===== config.mk =====
export PLATFORM = sky130hd
export DESIGN_NAME = branch_resolve_unit
export DESIGN_NICKNAME = d
export VERILOG_FILES = /design/src/rtl/branch_resolve_unit.sv
export SDC_FILE = /design/constraint.sdc
export NUM_CORES = 1
export LEC_CHECK = 0
export ABC_AREA = 0
export CAP_MARGIN = 30
export CORE_ASPECT_RATIO = 0.75
export CORE_MARGIN = 10
export CORE_UTILIZATION = 45
export DETAILED_ROUTE_END_ITERATION = 8
export MAX_ROUTING_LAYER = met4
export PLACE_DENSITY = 0.73
export SETUP_SLACK_MARGIN = 0.15
export SYNTH_ARGS = -nofsm -noshare
export SYNTH_HDL_FRONTEND = slang
export SYNTH_SLANG_ARGS = --single-unit

===== constraint.sdc =====
create_clock -name clk -period 3.38 [get_ports clk]
set_clock_uncertainty 0.2 [all_clocks]
set_input_delay 0.507 -clock clk [delete_from_list [all_inputs] [get_ports clk]]
set_output_delay 0.507 -clock clk [all_outputs]
set_load 0.02 [all_outputs]

===== src/rtl/branch_resolve_unit.sv =====
// Branch resolution pipeline: compares operands in S1, resolves direction/target in S2,
// and reports taken/target/mispredict to fetch with a saturating mispredict counter.
module branch_resolve_unit #(
  parameter int REG_SIZE = 32,
  parameter int CNT_W    = 16
) (
  input  logic                clk,
  input  logic                rst_n,
  input  logic                flush,
  input  logic                in_valid,
  output logic                in_ready,
  input  logic [2:0]          in_op,
  input  logic [REG_SIZE-1:0] in_a,
  input  logic [REG_SIZE-1:0] in_b,
  input  logic [REG_SIZE-1:0] in_pc,
  input  logic [REG_SIZE-1:0] in_imm,
  input  logic                in_pred_taken,
  output logic                out_valid,
  input  logic                out_ready,
  output logic                out_taken,
  output logic [REG_SIZE-1:0] out_target,
  output logic                out_mispredict,
  output logic                out_err,
  output logic [CNT_W-1:0]    mispredict_count
);

  localparam logic [2:0] OP_BEQ  = 3'b000;
  localparam logic [2:0] OP_BNE  = 3'b001;
  localparam logic [2:0] OP_BLT  = 3'b010;
  localparam logic [2:0] OP_BGE  = 3'b011;
  localparam logic [2:0] OP_BLTU = 3'b100;
  localparam logic [2:0] OP_BGEU = 3'b101;
  localparam logic [2:0] OP_J    = 3'b110;

  logic                r_s1_valid;
  logic                r_s1_eq;
  logic                r_s1_lt_s;
  logic                r_s1_lt_u;
  logic                r_s1_pred;
  logic [2:0]          r_s1_op;
  logic [REG_SIZE-1:0] r_s1_seq_pc;
  logic [REG_SIZE-1:0] r_s1_br_pc;

  logic                r_s2_valid;
  logic                r_taken;
  logic                r_mispredict;
  logic                r_err;
  logic [REG_SIZE-1:0] r_target;
  logic [CNT_W-1:0]    r_count;

  logic w_s2_adv;
  logic w_in_ready;
  logic w_accept;
  logic w_out_hs;
  logic w_taken;

  assign w_s2_adv   = !r_s2_valid || out_ready;
  // in_ready is forced low during reset and flush so no request slips in
  assign w_in_ready = rst_n && !flush && (!r_s1_valid || w_s2_adv);
  assign w_accept   = in_valid && w_in_ready;
  assign w_out_hs   = r_s2_valid && out_ready;

  always_comb begin
    w_taken = 1'b0;
    case (r_s1_op)
      OP_BEQ:  w_taken = r_s1_eq;
      OP_BNE:  w_taken = !r_s1_eq;
      OP_BLT:  w_taken = r_s1_lt_s;
      OP_BGE:  w_taken = !r_s1_lt_s;
      OP_BLTU: w_taken = r_s1_lt_u;
      OP_BGEU: w_taken = !r_s1_lt_u;
      OP_J:    w_taken = 1'b1;
      default: w_taken = 1'b0;
    endcase
  end

  always_ff @(posedge clk or negedge rst_n) begin
    if (!rst_n) begin
      r_s1_valid  <= 1'b0;
      r_s1_eq     <= 1'b0;
      r_s1_lt_s   <= 1'b0;
      r_s1_lt_u   <= 1'b0;
      r_s1_pred   <= 1'b0;
      r_s1_op     <= 3'b000;
      r_s1_seq_pc <= '0;
      r_s1_br_pc  <= '0;
    end else begin
      if (flush)
        r_s1_valid <= 1'b0;
      else if (w_in_ready)
        r_s1_valid <= in_valid;
      if (w_accept) begin
        r_s1_eq     <= (in_a == in_b);
        r_s1_lt_s   <= ($signed(in_a) < $signed(in_b));
        r_s1_lt_u   <= (in_a < in_b);
        r_s1_pred   <= in_pred_taken;
        r_s1_op     <= in_op;
        r_s1_seq_pc <= in_pc + REG_SIZE'(4);
        r_s1_br_pc  <= in_pc + REG_SIZE'(4) + (in_imm << 2);
      end
    end
  end

  // Output data regs only reload when S1 actually holds an entry, so a flush or bubble keeps them stable
  always_ff @(posedge clk or negedge rst_n) begin
    if (!rst_n) begin
      r_s2_valid   <= 1'b0;
      r_taken      <= 1'b0;
      r_target     <= '0;
      r_mispredict <= 1'b0;
      r_err        <= 1'b0;
    end else if (flush) begin
      r_s2_valid <= 1'b0;
    end else if (w_s2_adv) begin
      r_s2_valid <= r_s1_valid;
      if (r_s1_valid) begin
        r_taken      <= w_taken;
        r_target     <= w_taken ? r_s1_br_pc : r_s1_seq_pc;
        r_mispredict <= w_taken ^ r_s1_pred;
        r_err        <= (r_s1_op == 3'b111);
      end
    end
  end

  always_ff @(posedge clk or negedge rst_n) begin
    if (!rst_n)
      r_count <= '0;
    else if (w_out_hs && r_mispredict && !(&r_count))
      r_count <= r_count + 1'b1;
  end

  assign in_ready         = w_in_ready;
  assign out_valid        = r_s2_valid;
  assign out_taken        = r_taken;
  assign out_target       = r_target;
  assign out_mispredict   = r_mispredict;
  assign out_err          = r_err;
  assign mispredict_count = r_count;

endmodule

==> results of run 1 <==
power groups by stage:
stage          Clock [mW]  Sequential (mW)  Combinational, mW
2_1_floorplan           0             2.23              0.918
3_3_place_gp            0             2.03               2.13
3_5_place_dp            0             2.05               2.18
4_1_cts              1.81             2.02               2.25
5_1_grt              1.88             2.07               2.46
6_report             1.78             2.02               2.26
cell usage after synthesis (2+ instances only):
cell,number
o21ai_1,17
mux2_2,39
nand3_1,23
nand4_1,20
a21oi_2,3
nor2_2,2
o21a_1,3
and3_1,11
o21ai_0,59
xnor2_1,41
a21o_1,32
and4_1,7
o21ai_2,2
buf_2,10
dfrtp_1,122
a211oi_1,2
or3_1,4
buf_1,3
ha_1,68
a311o_1,2
nor2_1,31
o31ai_1,2
and2_1,3
buf_4,2
a22oi_1,2
nor3b_1,3
nor2b_1,11
o21bai_1,5
inv_1,39
mux2i_1,30
nand2b_1,4
a31oi_1,6
nor3_1,5
a21oi_1,39
clkbuf_1,13
xor2_1,28
nand2_1,109
how the worst min path moves through the flow:
| stage | startpoint | endpoint | slack [ns] |
|---|---|---|---|
| 6_report | rst_n | r_s1_seq_pc[0] | 0.22 |
| 5_1_grt | rst_n | r_s1_eq | 0.23 |
| 4_1_cts | rst_n | r_s1_seq_pc[0] | 0.21 |
| 3_5_place_dp | rst_n | r_s1_seq_pc[0] | 0.12 |
| 3_3_place_gp | rst_n | out_target[0] | 0.11 |
| 2_1_floorplan | rst_n | mispredict_count[0] | 0.01 |
what timing repair did:
action	4_1_cts	5_1_grt
pin swaps	49	36
endpoints found under the setup margin	16	15
gates resized for setup	80	47
buffers inserted	15	7
endpoints found under the hold margin	22	0
hold buffers	1	0
gates cloned	0	0
state kept, by name, summed over array words and instances (netlist names):
| signal | count |
|---|---|
| r_s1_pred | 1 |
| r_s1_lt_s | 1 |
| out_mispredict | 1 |
| r_s1_seq_pc | 32 |
| r_s1_lt_u | 1 |
| out_valid | 1 |
| out_target | 32 |
| mispredict_count | 16 |
| r_s1_br_pc | 30 |
| out_err | 1 |
| r_s1_eq | 1 |
| out_taken | 1 |
| r_s1_valid | 1 |
| r_s1_op | 3 |
layer usage:
metal	wire length (microns)	track usage	share of wire	vias to the layer above
met5	0	-	0	-
met4	299	0.0530	0.012	0
met3	942	0.0440	0.039	19
met2	11400	0.321	0.47	153
met1	11800	0.278	0.48	3396
li1	-	-	-	3609
final cells by class:
cell class / instances / area (sq um)
sequential: 122 / 3050
tap: 236 / 295
clock buffer: 18 / 439
inverter: 39 / 146
timing repair buffer: 349 / 3070
clock inverter: 14 / 136
fill: 1295 / 4830
multi-input combinational: 635 / 5100
through the flow:
step / hold WS [ns] / setup TNS (ns) / power [mW] / instance area, sq um / util
2_1_floorplan: 0.0114 / 0 / 3.15 / 7960 / -
3_3_place_gp: 0.115 / -8.88 / 4.16 / 11100 / 0.647
3_5_place_dp: 0.116 / -9.54 / 4.23 / 11100 / 0.650
4_1_cts: 0.208 / 0 / 6.08 / 12100 / 0.706
5_1_grt: 0.225 / 0 / 6.41 / 12200 / 0.717
6_report: 0.223 / 0 / 6.06 / 12200 / 0.717
logic make-up after synthesis:
family,count (synthesis),synth area share
fa+ha+maj,69,0.110
simple gates,240,0.148
mux,69,0.0932
compound gates,187,0.151
xor+xnor,70,0.0782
flops,122,0.385
buf+inv,67,0.0342
==> results.txt, run 1 <==
Final Max Slew Viols: 0
Critical path required time: 3.48 ns
RSZ-0062 raised after global routing: true
Sw Pwr: 2.03 mW
Routability cong.: 0.973
H-tree levels: 4
Clk slew on worst S/H paths: 0.06 ns
Register area share after synthesis: 0.385
Placed insts: 1358
Syn nets: 1030
PD cells: 495 nW/um^2
HPWL after detailed placement: 19.1 mm
Residual DRC: 0
CP max-delay cell: or3_4
Max-cap violation count: 0
Nets: 1370
Reg-to-Reg End: mispredict_count[15]
Total grt overflow: 0
Syn_area_per_cell: 9.63 sq um
Worst-path maximum fanout: 3
Largest stage delay, worst path: 0.44 ns
Clock sink count: 122
Worst IR Drop VDD: 0.530 mV
CP delay by family, top: simple AND/OR/NAND/NOR gates
Commonest non-fill, non-tap cell in the layout: clkdlybuf4s50_1
Total global-route track usage: 0.210
Setup WS post-layout: 0.240 ns
Post-synthesis cell type count: 59
Router iterations before antenna repair: 5
Worst hold path type: input pin to async pin
Critical Path Start: in_pc[13]
Die H: 135 microns
First-pass GRT wire length: 38.4 mm
Tmin final: 3.14 ns
Die area: 23400 sq um
Dominant cell type by area after synthesis: dfrtp_1
DR WL/cell: 17.3 microns
Ports: 190
Internal power: 4.03 mW
Most frequent cells in the layout: clkdlybuf4s50_1, buf_4, dfrtp_1
Post-Syn Area: 7930 sq um
Synth Flop Type: dfrtp_1
CTS root buf: clkbuf_16
Number of antenna diodes: 0
Layout Cells excl Fill: 1413
Synthesis Warnings: 0
Largest net degree at the start of global routing: 62
Avg Vias per Cell: 5.08
Post-synth EDFFs: 0
FF+latch count, synth: 122
Port Buf Inserts: 187
Number of global-route vias before repair: 7154
Routed WL: 24.4 mm
RR Startpoint: mispredict_count[4]
Final Hold Viols: 0
Initial antenna violation count: 0
Max Fclk: 318 MHz
Fin crit share: 0.929
1st-iter DRT viols: 473
Switch share: 0.335
Yosys top cell area share: 0.385
Reg2Reg Depth: 8
Logic pwr share: 0.373
Final Setup Violations: 0
Pre-CTS setup slack: -0.706 ns
Startpoint Class: input pin
Starting Density: 0.464
Area delta synth->final: 54.4%
Status: finished, final reports clean
Synth Instances: 824
Share of total power in the clock network: 0.293
Vias: 7177
Final ANT Viol Nets: 0
Synth area leaders: dfrtp_1, ha_1, mux2_2, nand2_1, xnor2_1
Buf/Inv on CP: 1
Core area: 17100 sq um
Ys async rst share: 1.00
Worst path depth: 13
Crit path capture: r_s1_br_pc[28]
Site row count: 41
Relative slew margins: 0.584
Sequential share of power: 0.333
Total CTS buffers: 17
Critical path class: input pin to register
P_leak: 5.80 nW
Setup crit end kind: register
Clock Path Buffers: 2
Worst Max-Slew Pin Slew: 0.622 ns
Crit-path cells: dlygate4sd2_1 -> and4_4 -> nand4_1 -> or3_4 -> xnor2_4 -> ha_4 -> and3_4 -> nand2_2 -> or3_1 -> o221a_4 -> a31oi_4 -> xnor2_1 -> o21ai_1
Skew-Pair Late Insertion Delay: 0.43 ns
Layout cell share with drive strength beyond 1: 0.283
Width of the die: 173 microns
CTS tree: done
Arrival @ worst endpoint: 3.24 ns
Reg2reg setup slack: 0.99 ns
(Power assumes the default switching activity.)
==> inputs of run 2 (changes only) <==
Settings changed: RECOVER_POWER from default to 100, REMOVE_ABC_BUFFERS from default to 1.
==> run 2 against run 1 <==
Effect of this change: the flow now finishes with violations (capacitance limit, slew limit); power about the same; via count is essentially flat; first-iteration DRC count fell by 2.5%; routed wire length fell by 1.9%; global-route usage up 0.16 points; final area is 1.8% lower; clock power is 7% higher.
==> results.txt, run 2 (synthesis results as in run 1) <==
Die H: 135 microns (unchanged)
Core area: 17100 sq um (unchanged)
Clock sink count: 122 (unchanged)
Final Instance Area: 12000 sq um (-1.8%)
Total global-route track usage: 0.211 (+0.00161)
Final Setup Violations: 0 (unchanged)
Width of the die: 173 microns (unchanged)
Vias: 7184 (+0.098%)
Avg Vias per Cell: 5.15 (+1.3%)
Routed WL: 24.0 mm (-1.9%)
Final Max Slew Viols: 125 (+125)
Max-cap violation count: 1 (+1)
Failing checks: capacitance limit, slew limit
Site row count: 41 (unchanged)
Crit-path cells: dlygate4sd2_1 -> and4_4 -> nand4_1 -> or3_1 -> xnor2_2 -> ha_1 -> and3_4 -> nand2_2 -> or3_4 -> o221a_4 -> a31oi_4 -> xnor2_1 -> o21ai_1
Routability cong.: 0.902 (-7.3%)
Worst IR Drop VDD: 0.404 mV (-24%)
# hold bufs at CTS: 0 (-1)
Relative slew margins: -0.127 (-0.710)
First-pass GRT wire length: 38.8 mm (+1.1%)
Number of global-route vias before repair: 7362 (+2.9%)
HP Start: out_err
Status: complete, but fails checks
Commonest non-fill, non-tap cell in the layout: buf_4
Min-Delay Path Depth: 2
Layout cell share with drive strength beyond 1: 0.264 (-0.0191)
Die area: 23400 sq um (unchanged)
Worst hold path type: register to register
Max Fclk: 317 MHz (-0.59%)
H-tree levels: 4 (unchanged)
Port Buf Inserts: 187 (unchanged)
Critical path class: input pin to register
Largest net degree at the start of global routing: 125 (+100%)
Final Power: 6.06 mW (about the same)
CTS tree: done
Reg2reg setup slack: 0.32 ns (-0.67 ns)
Fin Setup TNS: 0 ns (unchanged)
CTS root buf: clkbuf_16
Buf/Inv on CP: 1 (unchanged)
Most frequent cells in the layout: buf_4, dfrtp_1, clkdlybuf4s50_1
Residual DRC: 0 (unchanged)
RR Startpoint: r_s1_eq
Setup crit end kind: register
Clk slew on worst S/H paths: 0.06 ns (about the same)
Total CTS buffers: 17 (unchanged)
P_leak: 5.83 nW (+0.48%)
Critical path required time: 3.48 ns (about the same)
Fin crit share: 0.935 (+0.00556)
Startpoint Class: input pin
Hold_ws: 0.270 ns (+0.0476 ns)
Initial antenna violation count: 0 (unchanged)
Total grt overflow: 0 (unchanged)
Reg2Reg Depth: 7 (-1)
CP max-delay cell: or3_1
Ports: 190 (unchanged)
Skew-Pair Late Insertion Delay: 0.43 ns (about the same)
Clock Path Buffers: 2 (unchanged)
HPWL after detailed placement: 18.9 mm (-1.5%)
Final Hold Viols: 0 (unchanged)
Worst Max-Slew Pin Slew: 1.69 ns (+1.07 ns)
Number of antenna diodes: 0 (unchanged)
Router iterations before antenna repair: 4 (-1)
PD cells: 504 nW/um^2 (+1.9%)
Tmin final: 3.16 ns (+0.0188 ns)
RSZ-0062 raised after global routing: false
Hold Path Sink: out_err
Starting Density: 0.464 (unchanged)
CP delay by family, top: simple AND/OR/NAND/NOR gates
Largest stage delay, worst path: 0.39 ns (-0.05 ns)
Reg-to-Reg End: out_target[22]
Area delta synth->final: 51.6%
Worst-path maximum fanout: 4 (+1)
Arrival @ worst endpoint: 3.26 ns (+0.02 ns)
DR WL/cell: 17.2 microns (-0.75%)
Nets: 1353 (-1.2%)
1st-iter DRT viols: 461 (-2.5%)
Placed cell areas: 11000 sq um (-0.54%)
Final ANT Viol Nets: 0 (unchanged)
## run 2: cell types whose count changed in the layout (fill, tap and decap cells not counted), sizes merged, moves of 5 or more
cell           delta
clkbuf           +11
buf              -23
dlygate4sd3      +53
dlygate4sd2       -5
clkdlybuf4s50    -54
## run 2: layout make-up
cell class	count	area, sq um
clock buffers	20	457
clock inverters	12	163
fillers	1348	5060
inverters	39	146
multi-input cells	635	5020
flip-flops and latches	122	3050
well taps	236	295
repair buffers	332	2890
## run 2: how the worst max path moves through the flow
stage          cells after the start  slack, ns       from              to
2_1_floorplan                      6      -0.39  out_valid  r_s1_br_pc[22]
3_3_place_gp                      15      -0.77   in_pc[4]  r_s1_br_pc[24]
3_5_place_dp                      15      -0.81   in_pc[4]  r_s1_br_pc[24]
4_1_cts                           13       0.18   in_pc[2]  r_s1_br_pc[22]
5_1_grt                           14       0.07   in_pc[4]  r_s1_br_pc[31]
6_report                          13       0.22  in_pc[14]  r_s1_br_pc[28]
## run 2: per-stage QoR
stage                util  cells  worst slack [ns]
floorplan               -    796            -0.395
global placement    0.646   1357            -0.774
detailed placement  0.646   1357            -0.808
CTS                 0.701   1396             0.176
global route        0.704   1396            0.0739
finish              0.704   1396             0.221
## run 2: what timing repair did
| action | CTS | global route |
|---|---|---|
| resized for setup | 81 | 53 |
| setup endpoints to repair | 19 | 16 |
| setup buffers | 7 | 0 |
| pin swaps | 45 | 31 |
## run 2: power by group
part           switching, mW  internal [mW]  total (mW)
clock                  0.697           1.21        1.90
combinational           1.08           1.06        2.14
sequential             0.197           1.82        2.02
## run 2: tightest hold or removal path, cell delays in order, from the launching register on
cell and delay (ns):
dfrtp_1 0.34, nand2_1 0.04, o21ai_0 0.06
## run 2: layer usage
metal | routed length [microns] | global-route usage | up-vias
met4 | 173 | 0.0416 | 0
met2 | 11100 | 0.328 | 158
li1 | - | - | 3576
met1 | 11700 | 0.282 | 3433
met3 | 1020 | 0.0423 | 17
met5 | 0 | - | -
==> inputs of run 3 (changes only) <==
Settings changed: SLEW_MARGIN from default to 20.
==> results of run 3 <==
The final DEF is identical to that of run 2; final timing and power are the same.
